<file path="src/rtl/mult_seq_pkg.sv">
// Shared types and step schedule for the sequential 8x8 multiplier built around a 4x4 core.
// Each operand is split into halves, and each step forms one half-product.
package mult_seq_pkg;

    localparam int unsigned MulWidth  = 4;
    localparam int unsigned OpWidth   = 2 * MulWidth;
    localparam int unsigned StepWidth = 2;

    typedef logic [StepWidth-1:0] step_t;

    localparam step_t StepLast = step_t'(3);

    typedef enum logic [1:0] {
        StIdle,
        StRun,
        StDone
    } state_e;

    // shift_nib is the product shift counted in core-operand widths.
    typedef struct packed {
        logic       a_hi;
        logic       b_hi;
        logic [1:0] shift_nib;
    } step_cfg_t;

    function automatic step_cfg_t step_cfg(step_t step);
        step_cfg_t cfg;
        unique case (step)
            2'd0:    cfg = '{a_hi: 1'b0, b_hi: 1'b0, shift_nib: 2'd0};
            2'd1:    cfg = '{a_hi: 1'b0, b_hi: 1'b1, shift_nib: 2'd1};
            2'd2:    cfg = '{a_hi: 1'b1, b_hi: 1'b0, shift_nib: 2'd1};
            default: cfg = '{a_hi: 1'b1, b_hi: 1'b1, shift_nib: 2'd2};
        endcase
        return cfg;
    endfunction

endpackage

</file>
<file path="src/rtl/mult_seq_pp_select.sv">
// Step decoder: selects the operand halves fed to the core and the shift for the current step.
// The core operands are forced to zero when the decoder is disabled.
module mult_seq_pp_select
    import mult_seq_pkg::*;
#(
    parameter int unsigned MW     = MulWidth,
    parameter int unsigned W      = 2 * MW,
    parameter int unsigned ShiftW = $clog2(2 * W)
) (
    input  logic              en,
    input  logic [W-1:0]      op_a,
    input  logic [W-1:0]      op_b,
    input  step_t             step,
    output logic [MW-1:0]     mul_a,
    output logic [MW-1:0]     mul_b,
    output logic [ShiftW-1:0] shift
);

    step_cfg_t cfg;

    always_comb begin
        cfg   = step_cfg(step);
        mul_a = '0;
        mul_b = '0;
        shift = '0;
        if (en) begin
            mul_a = cfg.a_hi ? op_a[W-1:MW] : op_a[MW-1:0];
            mul_b = cfg.b_hi ? op_b[W-1:MW] : op_b[MW-1:0];
            shift = ShiftW'(cfg.shift_nib * MW);
        end
    end

endmodule

</file>
<file path="src/rtl/mult8_seq_accumulator.sv">
// 8x8 unsigned multiplier that reuses one external 4x4 combinational core over four cycles,
// with valid/ready handshakes on the operand input and the product output.
module mult8_seq_accumulator
    import mult_seq_pkg::*;
#(
    parameter int unsigned MW = MulWidth,
    parameter int unsigned W  = 2 * MW
) (
    input  logic            clk,
    input  logic            rst_n,
    input  logic            in_valid,
    output logic            in_ready,
    input  logic [W-1:0]    in_a,
    input  logic [W-1:0]    in_b,
    output logic [MW-1:0]   mul_a,
    output logic [MW-1:0]   mul_b,
    input  logic [2*MW-1:0] mul_p,
    output logic            out_valid,
    input  logic            out_ready,
    output logic [2*W-1:0]  out_p,
    output logic            busy
);

    localparam int unsigned ShiftW = $clog2(2 * W);

    if (W != 2 * MW) begin : gen_width_check
        $error("mult8_seq_accumulator: W must equal 2*MW");
    end

    state_e           state_q, state_d;
    step_t            step_q, step_d;
    logic [W-1:0]     a_q, a_d;
    logic [W-1:0]     b_q, b_d;
    logic [2*W-1:0]   acc_q, acc_d;
    logic [ShiftW-1:0] shift;
    logic [2*W-1:0]   pp_shifted;
    logic             accept;

    mult_seq_pp_select #(
        .MW    (MW),
        .W     (W),
        .ShiftW(ShiftW)
    ) u_pp_select (
        .en   (state_q == StRun),
        .op_a (a_q),
        .op_b (b_q),
        .step (step_q),
        .mul_a(mul_a),
        .mul_b(mul_b),
        .shift(shift)
    );

    assign pp_shifted = (2 * W)'(mul_p) << shift;

    // Gated by rst_n so nothing is accepted while reset is held.
    assign in_ready  = rst_n & ((state_q == StIdle) | ((state_q == StDone) & out_ready));
    assign accept    = in_valid & in_ready;
    assign out_valid = (state_q == StDone);
    assign busy      = (state_q == StRun);
    assign out_p     = acc_q;

    always_comb begin
        state_d = state_q;
        step_d  = step_q;
        a_d     = a_q;
        b_d     = b_q;
        acc_d   = acc_q;
        unique case (state_q)
            StIdle: ;
            StRun: begin
                acc_d  = acc_q + pp_shifted;
                step_d = step_q + step_t'(1);
                if (step_q == StepLast) begin
                    state_d = StDone;
                end
            end
            StDone: begin
                if (out_ready) begin
                    state_d = StIdle;
                end
            end
            default: state_d = StIdle;
        endcase
        // Accept covers both IDLE and the back-to-back DONE case.
        if (accept) begin
            a_d     = in_a;
            b_d     = in_b;
            acc_d   = '0;
            step_d  = '0;
            state_d = StRun;
        end
    end

    always_ff @(posedge clk or negedge rst_n) begin
        if (!rst_n) begin
            state_q <= StIdle;
            step_q  <= '0;
            a_q     <= '0;
            b_q     <= '0;
            acc_q   <= '0;
        end else begin
            state_q <= state_d;
            step_q  <= step_d;
            a_q     <= a_d;
            b_q     <= b_d;
            acc_q   <= acc_d;
        end
    end

endmodule

</file>
<file path="config.mk">
export PLATFORM = sky130hd
export DESIGN_NAME = mult8_seq_accumulator
export DESIGN_NICKNAME = d
export VERILOG_FILES = /design/src/rtl/mult_seq_pkg.sv /design/src/rtl/mult_seq_pp_select.sv /design/src/rtl/mult8_seq_accumulator.sv
export SDC_FILE = /design/constraint.sdc
export NUM_CORES = 1
export LEC_CHECK = 0
export ABC_AREA = 1
export BUFFER_PORTS_ARGS = -buffer_cell sky130_fd_sc_hd__buf_2
export CAP_MARGIN = 10
export CORE_MARGIN = 4
export CORE_UTILIZATION = 50
export DETAILED_ROUTE_END_ITERATION = 6
export PLACE_DENSITY = 0.74
export RECOVER_POWER = 100
export SYNTH_ARGS = -nofsm -noshare
export SYNTH_HDL_FRONTEND = slang
export SYNTH_SLANG_ARGS = --single-unit
</file>
<file path="constraint.sdc">
create_clock -name clk -period 2.45 [get_ports clk]
set_input_delay 0.3675 -clock clk [delete_from_list [all_inputs] [get_ports clk]]
set_output_delay 0.3675 -clock clk [all_outputs]
set_load 0.03 [all_outputs]
</file>
==> results of run 1 <==
-- report_power, final --
group | switching (mW) | internal [mW] | total, mW
clock network | 0.233 | 0.229 | 0.462
logic | 2.50 | 1.70 | 4.20
registers | 0.244 | 0.879 | 1.12
-- Yosys cell counts --
library cell	n
nand3b_1	5
nand2_1	116
o22ai_1	5
nand2_4	2
nor2_1	35
ha_1	18
clkbuf_1	1
buf_6	1
inv_2	2
a22o_1	1
buf_4	1
xnor2_1	2
buf_8	1
mux2_2	7
xor2_1	1
a21oi_1	18
nand4_1	2
nor2_4	1
nor2_2	3
inv_1	47
nor3_1	4
fa_1	1
mux2_4	9
o31ai_1	1
dfrtp_1	36
buf_2	2
nand2_2	2
o21ai_0	17
nand3_1	22
-- what timing repair did --
item | CTS | global route
pin swaps | 1 | 33
setup buffers | 0 | 8
gates resized for setup | 8 | 91
setup endpoints to repair | 10 | 15
cloned | 1 | 0
-- logic make-up (layout without fill, tap and decap cells) --
logic type               after synthesis  count (layout)
AO/OA/AOI/OAI                         42              42
buffers and inverters                 55             142
flip-flops                            36              36
adder cells (fa/ha/maj)               19              19
multiplexers                          16              16
AND/OR/NAND/NOR                      192             193
XOR/XNOR                               3               3
-- stage by stage --
step                power, mW  setup WS (ns)  instance area [sq um]
floorplan                3.38       0.000804                   2670
global placement         4.27         -0.110                   3140
detailed placement       4.34         -0.159                   3140
CTS                      4.87         0.0152                   3270
global route             6.23         -0.133                   3710
finish                   5.79         0.0104                   3710
-- area by class of cell --
class | instances | area [sq um] | share of cell area
Tap cell | 70 | 87.6 | 0.0236
Inverter | 49 | 194 | 0.0523
Sequential cell | 36 | 902 | 0.243
Clock inverter | 1 | 7.51 | 0.00202
Multi-Input combinational cell | 273 | 1930 | 0.520
Timing Repair Buffer | 85 | 503 | 0.136
Clock buffer | 7 | 86.3 | 0.0233
-- sequential cells by signal, indices dropped and copies added (netlist names) --
| register | flops |
|---|---|
| a_q | 8 |
| out_p | 16 |
| b_q | 8 |
| step_q | 2 |
| state_q | 2 |
-- worst paths after layout --
path / endpoint / slack (ns) / cells past startpoint
max: out_p[9] / 0.01 / 16
min: out_p[5] / 0.26 / 2
max reg2reg: out_p[9] / 0.01 / 16
min reg2reg: a_q[4] / 0.50 / 1
max in group asynchronous: state_q[0] / 1.82 / 2
min in group clk: b_q[4] / 0.29 / 2
-- layer usage --
layer,share of wire,up-vias,GRT usage
met5,0,-,0
met4,0.041,0,0.0997
met3,0.056,26,0.0499
met2,0.49,113,0.378
met1,0.42,1296,0.267
li1,-,1337,-
==> results by group, run 1 <==
STA
  – Slew HR: 0.690
  – Final Hold Vio Count: 0
  – Final setup violation count: 0
  – Worst-Margin Slew: about 0.46 ns
  – FMAX: slightly above 400 MHz
  – Pins Over Slew Limit: 0
  – Hold_ws: 0.261 ns
  – RSZ-0062 raised after global routing: yes
  – Minimum clock period: between 2 and 2.5 ns
  – Period utilization: 0.996
  – Setup TNS: 0 ns
  – Clock Skew: 0.0143 ns

Route
  – Vias per std cell: about 5.3
  – Post-DR wirelength/cell: 15.0 um
  – DRT Pass-1 Iters: 5
  – Drt total wl: 7840 um
  – Post-detailed-route count of antenna-violating nets: 0
  – Via count: 2772
  – Post-route DRC: 0
  – 1st-iter DRT viols: 213

Clock tree
  – Clock root cell: clkbuf_8
  – Clock Latency Late Sink: 0.30 ns
  – Max clock buf depth: 2
  – H-tree depth: 2
  – CTS clk-pin slew, worst paths: 0.09 ns
  – Clk sinks: 36
  – TritonCTS clock tree: yes
  – Hold-fix buffers, CTS: 0
  – CTS Buf Count: 5

Critical path
  – Worst path cell trace: buf_6 -> ha_4 -> inv_2 -> nor2_4 -> buf_6 -> nor2_1 -> ha_1 -> nor2_2 -> inv_1 -> nand3b_1 -> nand2_2 -> nand3_1 -> nand2_1 -> nand2_1 -> nand3_1 -> nand2_1
  – Critical setup path kind: register to register
  – Buffers & Inverters on Critical Path: 4
  – Startpoint Class: register
  – Crit. Startpoint: step_q[1]
  – CP required: around 2.6 ns
  – CP max-delay cell: dfrtp_1
  – CP Max Fanout: 6
  – Critical Path AT: 2.63 ns
  – Most used cell, CP: nand2_1
  – CP max stage delay: 0.43 ns
  – Delay-heaviest family, CP: simple AND/OR/NAND/NOR gates
  – Critical path capture point type: register
  – R2R Path Start: step_q[1]

Placement
  – I/O Buffers: 54
  – Inst Count DP: 504
  – Hpwl dp: 5080 um
  – GP Congestion: 0.990

GRT
  – Grt ovf: 0
  – Vias in the first global route: 2643
  – Global Route Usage Sum: 0.222
  – Global-route wire length before repair: 11300 um
  – Initial antenna violation count: 0
  – Largest net degree at the start of global routing: 37

Synthesis
  – Synth Area in Adders: 0.0925
  – Post-synthesis instance total: 363
  – Top-area cell type share of the netlist area: 0.340
  – Number of synthesized register bits: 36
  – Syn nets: just over 400
  – Distinct cell type count after synthesis: 29
  – Syn. warnings: 0
  – Largest family of logic cells by synthesized area: simple AND/OR/NAND/NOR gates
  – XOR/XNOR Fraction of Synth Area: 0.00991
  – Mux contribution to synthesized area: 0.0807
  – Syn Std Cell Area: approximately 0.0027 sq mm
  – Seq/Total Area, Yosys: 0.340
  – Synth area leaders: dfrtp_1 34%, nand2_1 16%, ha_1 8.5%
  – Simple-gate portion of the synthesized area: 0.306
  – Cell accounting for the most synthesized area: dfrtp_1
  – Syn_area_per_cell: approximately 7.3 sq um
  – Synth Area in Compound Gates: 0.0840

Power and ir drop
  – Power Density: 1560 mW/mm^2
  – Leakage: between 1.5 and 2 nW
  – Peak VDD IR: 0.000849 V

Cells and area
  – Final nets: slightly below 500
  – Most common cell after layout, fill and taps aside: nand2_1
  – Layout Cells excl Fill: between 500 and 600
  – # diodes: 0
  – Commonest cells after routing, fill and taps aside: 96 x nand2_1, 48 x buf_2, 35 x inv_1, 35 x dfrtp_1, 29 x buf_4
  – Layout Utilization: 0.722
  – Fill cell count: ~400
  – Area delta synth->final: 39.9%
  – Layout cells sized above 1: 0.421

Status
  – Status: complete, no violations

Hold path
  – Min-delay worst type: input port to async pin

Die
  – Starting density of the core: 0.516
  – CORE AREA: 0.00514 sq mm
  – Cell Rows: 26
  – Top Ports: 55
  – Die area: 0.00653 sq mm
  – Height of the chip: 80.8 um
  – Die width: just over 80 um

Job
  – Maxcap violations: 0
Note: power is estimated with default switching activity, not from simulation.
==> run 2: changes to the inputs <==
--- a/config.mk
+++ b/config.mk
@@ -6,10 +6,12 @@
 export NUM_CORES = 1
 export LEC_CHECK = 0
 export ABC_AREA = 1
-export BUFFER_PORTS_ARGS = -buffer_cell sky130_fd_sc_hd__buf_2
+export BUFFER_PORTS_ARGS = -buffer_cell sky130_fd_sc_hd__buf_4
 export CAP_MARGIN = 10
+export CELL_PAD_IN_SITES_DETAIL_PLACEMENT = 1
+export CELL_PAD_IN_SITES_GLOBAL_PLACEMENT = 1
 export CORE_MARGIN = 4
-export CORE_UTILIZATION = 50
+export CORE_UTILIZATION = 36
 export DETAILED_ROUTE_END_ITERATION = 6
 export PLACE_DENSITY = 0.74
 export RECOVER_POWER = 100
==> results by group, run 2 (same netlist as run 1, synthesis figures left out) <==
Status
  – Status: complete, but fails checks
  – Failing checks: setup timing

Critical path
  – R2r setup slk: -0.06 ns (-0.07 ns)
  – Delay-heaviest family, CP: simple AND/OR/NAND/NOR gates
  – CP max stage delay: 0.42 ns (about the same)
  – Worst path cell trace: inv_2 -> ha_4 -> inv_4 -> nand3_4 -> nand2_1 -> o21ai_4 -> nor2_4 -> ha_4 -> nand2_1 -> nand2_1 -> a21oi_2 -> nand2_2 -> nand2_2 -> nand2_1 -> nand2_1 -> nand3_2 -> nand2_1
  – RR Endpoint: out_p[10]
  – Critical Path AT: 2.76 ns (+0.13 ns)
  – Critical path capture point type: register
  – CP max-delay cell: dfrtp_1
  – CP Max Fanout: 6 (unchanged)
  – Critical setup path kind: register to register
  – Crit. Startpoint: step_q[0]
  – Startpoint Class: register
  – Crit path depth: 17 (+1)
  – CP required: 2.70 ns (+0.06 ns)
  – Buffers & Inverters on Critical Path: 2 (-2)
  – Most used cell, CP: nand2_1
  – Worst R2R Path Depth: 17 (+1)
  – CP Capture Point: out_p[10]
  – R2R Path Start: step_q[0]

GRT
  – Vias in the first global route: 2995 (+13%)
  – Global-route wire length before repair: 14200 um (+26%)
  – Largest net degree at the start of global routing: 37 (unchanged)
  – Global Route Usage Sum: 0.208 (-0.0139)
  – Initial antenna violation count: 0 (unchanged)
  – Grt ovf: 0 (unchanged)

Cells and area
  – Most common cell after layout, fill and taps aside: nand2_1
  – Final nets: 511 (+2.8%)
  – # diodes: 0 (unchanged)
  – Max FFs per register: 16 (unchanged)
  – Layout Cells excl Fill: 564 (+8.3%)
  – Final instance area: 0.00390 sq mm (+5.1%)
  – Layout cells sized above 1: 0.400 (-0.0213)
  – Area delta synth->final: 47.0%
  – Commonest cells after routing, fill and taps aside: 94 x nand2_1, 70 x buf_4, 35 x dfrtp_1

STA
  – Final Hold Vio Count: 0 (unchanged)
  – Slew HR: 0.370 (-0.320)
  – FMAX: 398 MHz (-2.9%)
  – Final setup violation count: 5 (+5)
  – Pins Over Slew Limit: 0 (unchanged)
  – Period utilization: 1.03 (+0.0293)
  – Final worst slack: -0.0613 ns (-0.0717 ns)
  – Clock Skew: 0.0119 ns (-0.00240 ns)
  – Worst-Margin Slew: 0.945 ns (+0.481 ns)
  – Hold_ws: 0.261 ns (+0.0000800 ns)
  – RSZ-0062 raised after global routing: yes
  – Minimum clock period: 2.51 ns (+0.0717 ns)

Die
  – Height of the chip: 93.8 um (+16%)
  – Top Ports: 55 (unchanged)
  – Cell Rows: 31 (+19%)
  – Starting density of the core: 0.368 (-0.148)
  – Die area: 0.00881 sq mm (+35%)
  – Die width: 93.8 um (+16%)
  – CORE AREA: 0.00721 sq mm (+40%)

Job
  – Maxcap violations: 0 (unchanged)

Power and ir drop
  – Post-layout power: 6.33 mW (+9.4%)
  – Power Density: 1620 mW/mm^2 (+4.0%)
  – Leakage: 1.96 nW (+0.13%)
  – Peak VDD IR: 0.000825 V (-2.9%)

Clock tree
  – CTS clk-pin slew, worst paths: 0.08 ns (about the same)
  – Clock root cell: clkbuf_8
  – TritonCTS clock tree: yes
  – H-tree depth: 2 (unchanged)
  – Max clock buf depth: 2 (unchanged)
  – Clock Latency Late Sink: 0.31 ns (about the same)
  – Clk sinks: 36 (unchanged)
  – CTS Buf Count: 5 (unchanged)

Placement
  – GP Congestion: 0.834 (-16%)
  – Inst Count DP: 544 (+7.9%)
  – Placed Area: 0.00340 sq mm (+8.1%)
  – I/O Buffers: 54 (unchanged)
  – Hpwl dp: 6530 um (+29%)

Hold path
  – Worst hold path cell count: 2
  – Min-delay worst type: input port to register

Route
  – Post-route DRC: 0 (unchanged)
  – Post-detailed-route count of antenna-violating nets: 0 (unchanged)
  – DRT Pass-1 Iters: 4 (-1)
  – Vias per std cell: 5.08 (-4.5%)
  – 1st-iter DRT viols: 82 (-62%)
  – Via count: 2867 (+3.4%)
  – Drt total wl: 10100 um (+29%)
  – Post-DR wirelength/cell: 17.9 um (+19%)
-- run 2: what timing repair did --
item,in CTS,in global routing
cloned,1,0
endpoints found under the setup margin,11,16
hold buffers,0,0
pin swaps,8,32
gates resized for setup,28,81
setup buffers,1,10
-- run 2: routing by layer --
layer	vias to the layer above	track usage	wire, um
li1	1364	-	-
met3	19	0.0409	472
met5	-	0	0
met2	84	0.380	5140
met1	1400	0.243	4220
met4	0	0.0662	255
-- run 2: how the worst min path moves through the flow --
stage,slack [ns],to,startpoint
final,0.26,state_q[1],out_ready
after floorplan,0.07,a_q[0],rst_n
after detailed placement,0.49,a_q[7],a_q[7]
after CTS,0.18,out_p[8],rst_n
after global placement,0.48,a_q[5],a_q[5]
after global routing,0.24,state_q[1],out_ready
-- run 2: worst register-to-register path: cells and delay by family, from the launching register on --
kind | cells | cell delay (ns)
AOI/OAI and AO/OA | 2 | 0.25
adders and majority gates | 2 | 0.44
buffers and inverters | 2 | 0.18
DFF | 1 | 0.42
and+or+nand+nor | 11 | 1.16
-- run 2: through the flow --
stage	setup TNS, ns	setup WS (ns)	util
6_report	-0.191	-0.0613	0.541
5_1_grt	-1.59	-0.204	0.541
4_1_cts	-0.000945	-0.000945	0.499
3_5_place_dp	-1.43	-0.231	0.471
3_3_place_gp	-0.287	-0.0970	0.471
2_1_floorplan	0	0.000804	-
-- run 2: power by group --
| part | internal, mW | total, mW | switching, mW |
|---|---|---|---|
| registers | 0.878 | 1.15 | 0.268 |
| clock network | 0.302 | 0.566 | 0.264 |
| logic | 1.88 | 4.62 | 2.74 |
| total | 3.06 | 6.33 | 3.27 |
-- run 2: cell type report --
class	instances	area, sq um
inverter	49	189
timing repair buffer	99	674
fill	920	3310
tap	99	124
sequential	36	902
clock buffer	5	68.8
clock inverter	3	42.5
multi-input combinational	273	1900
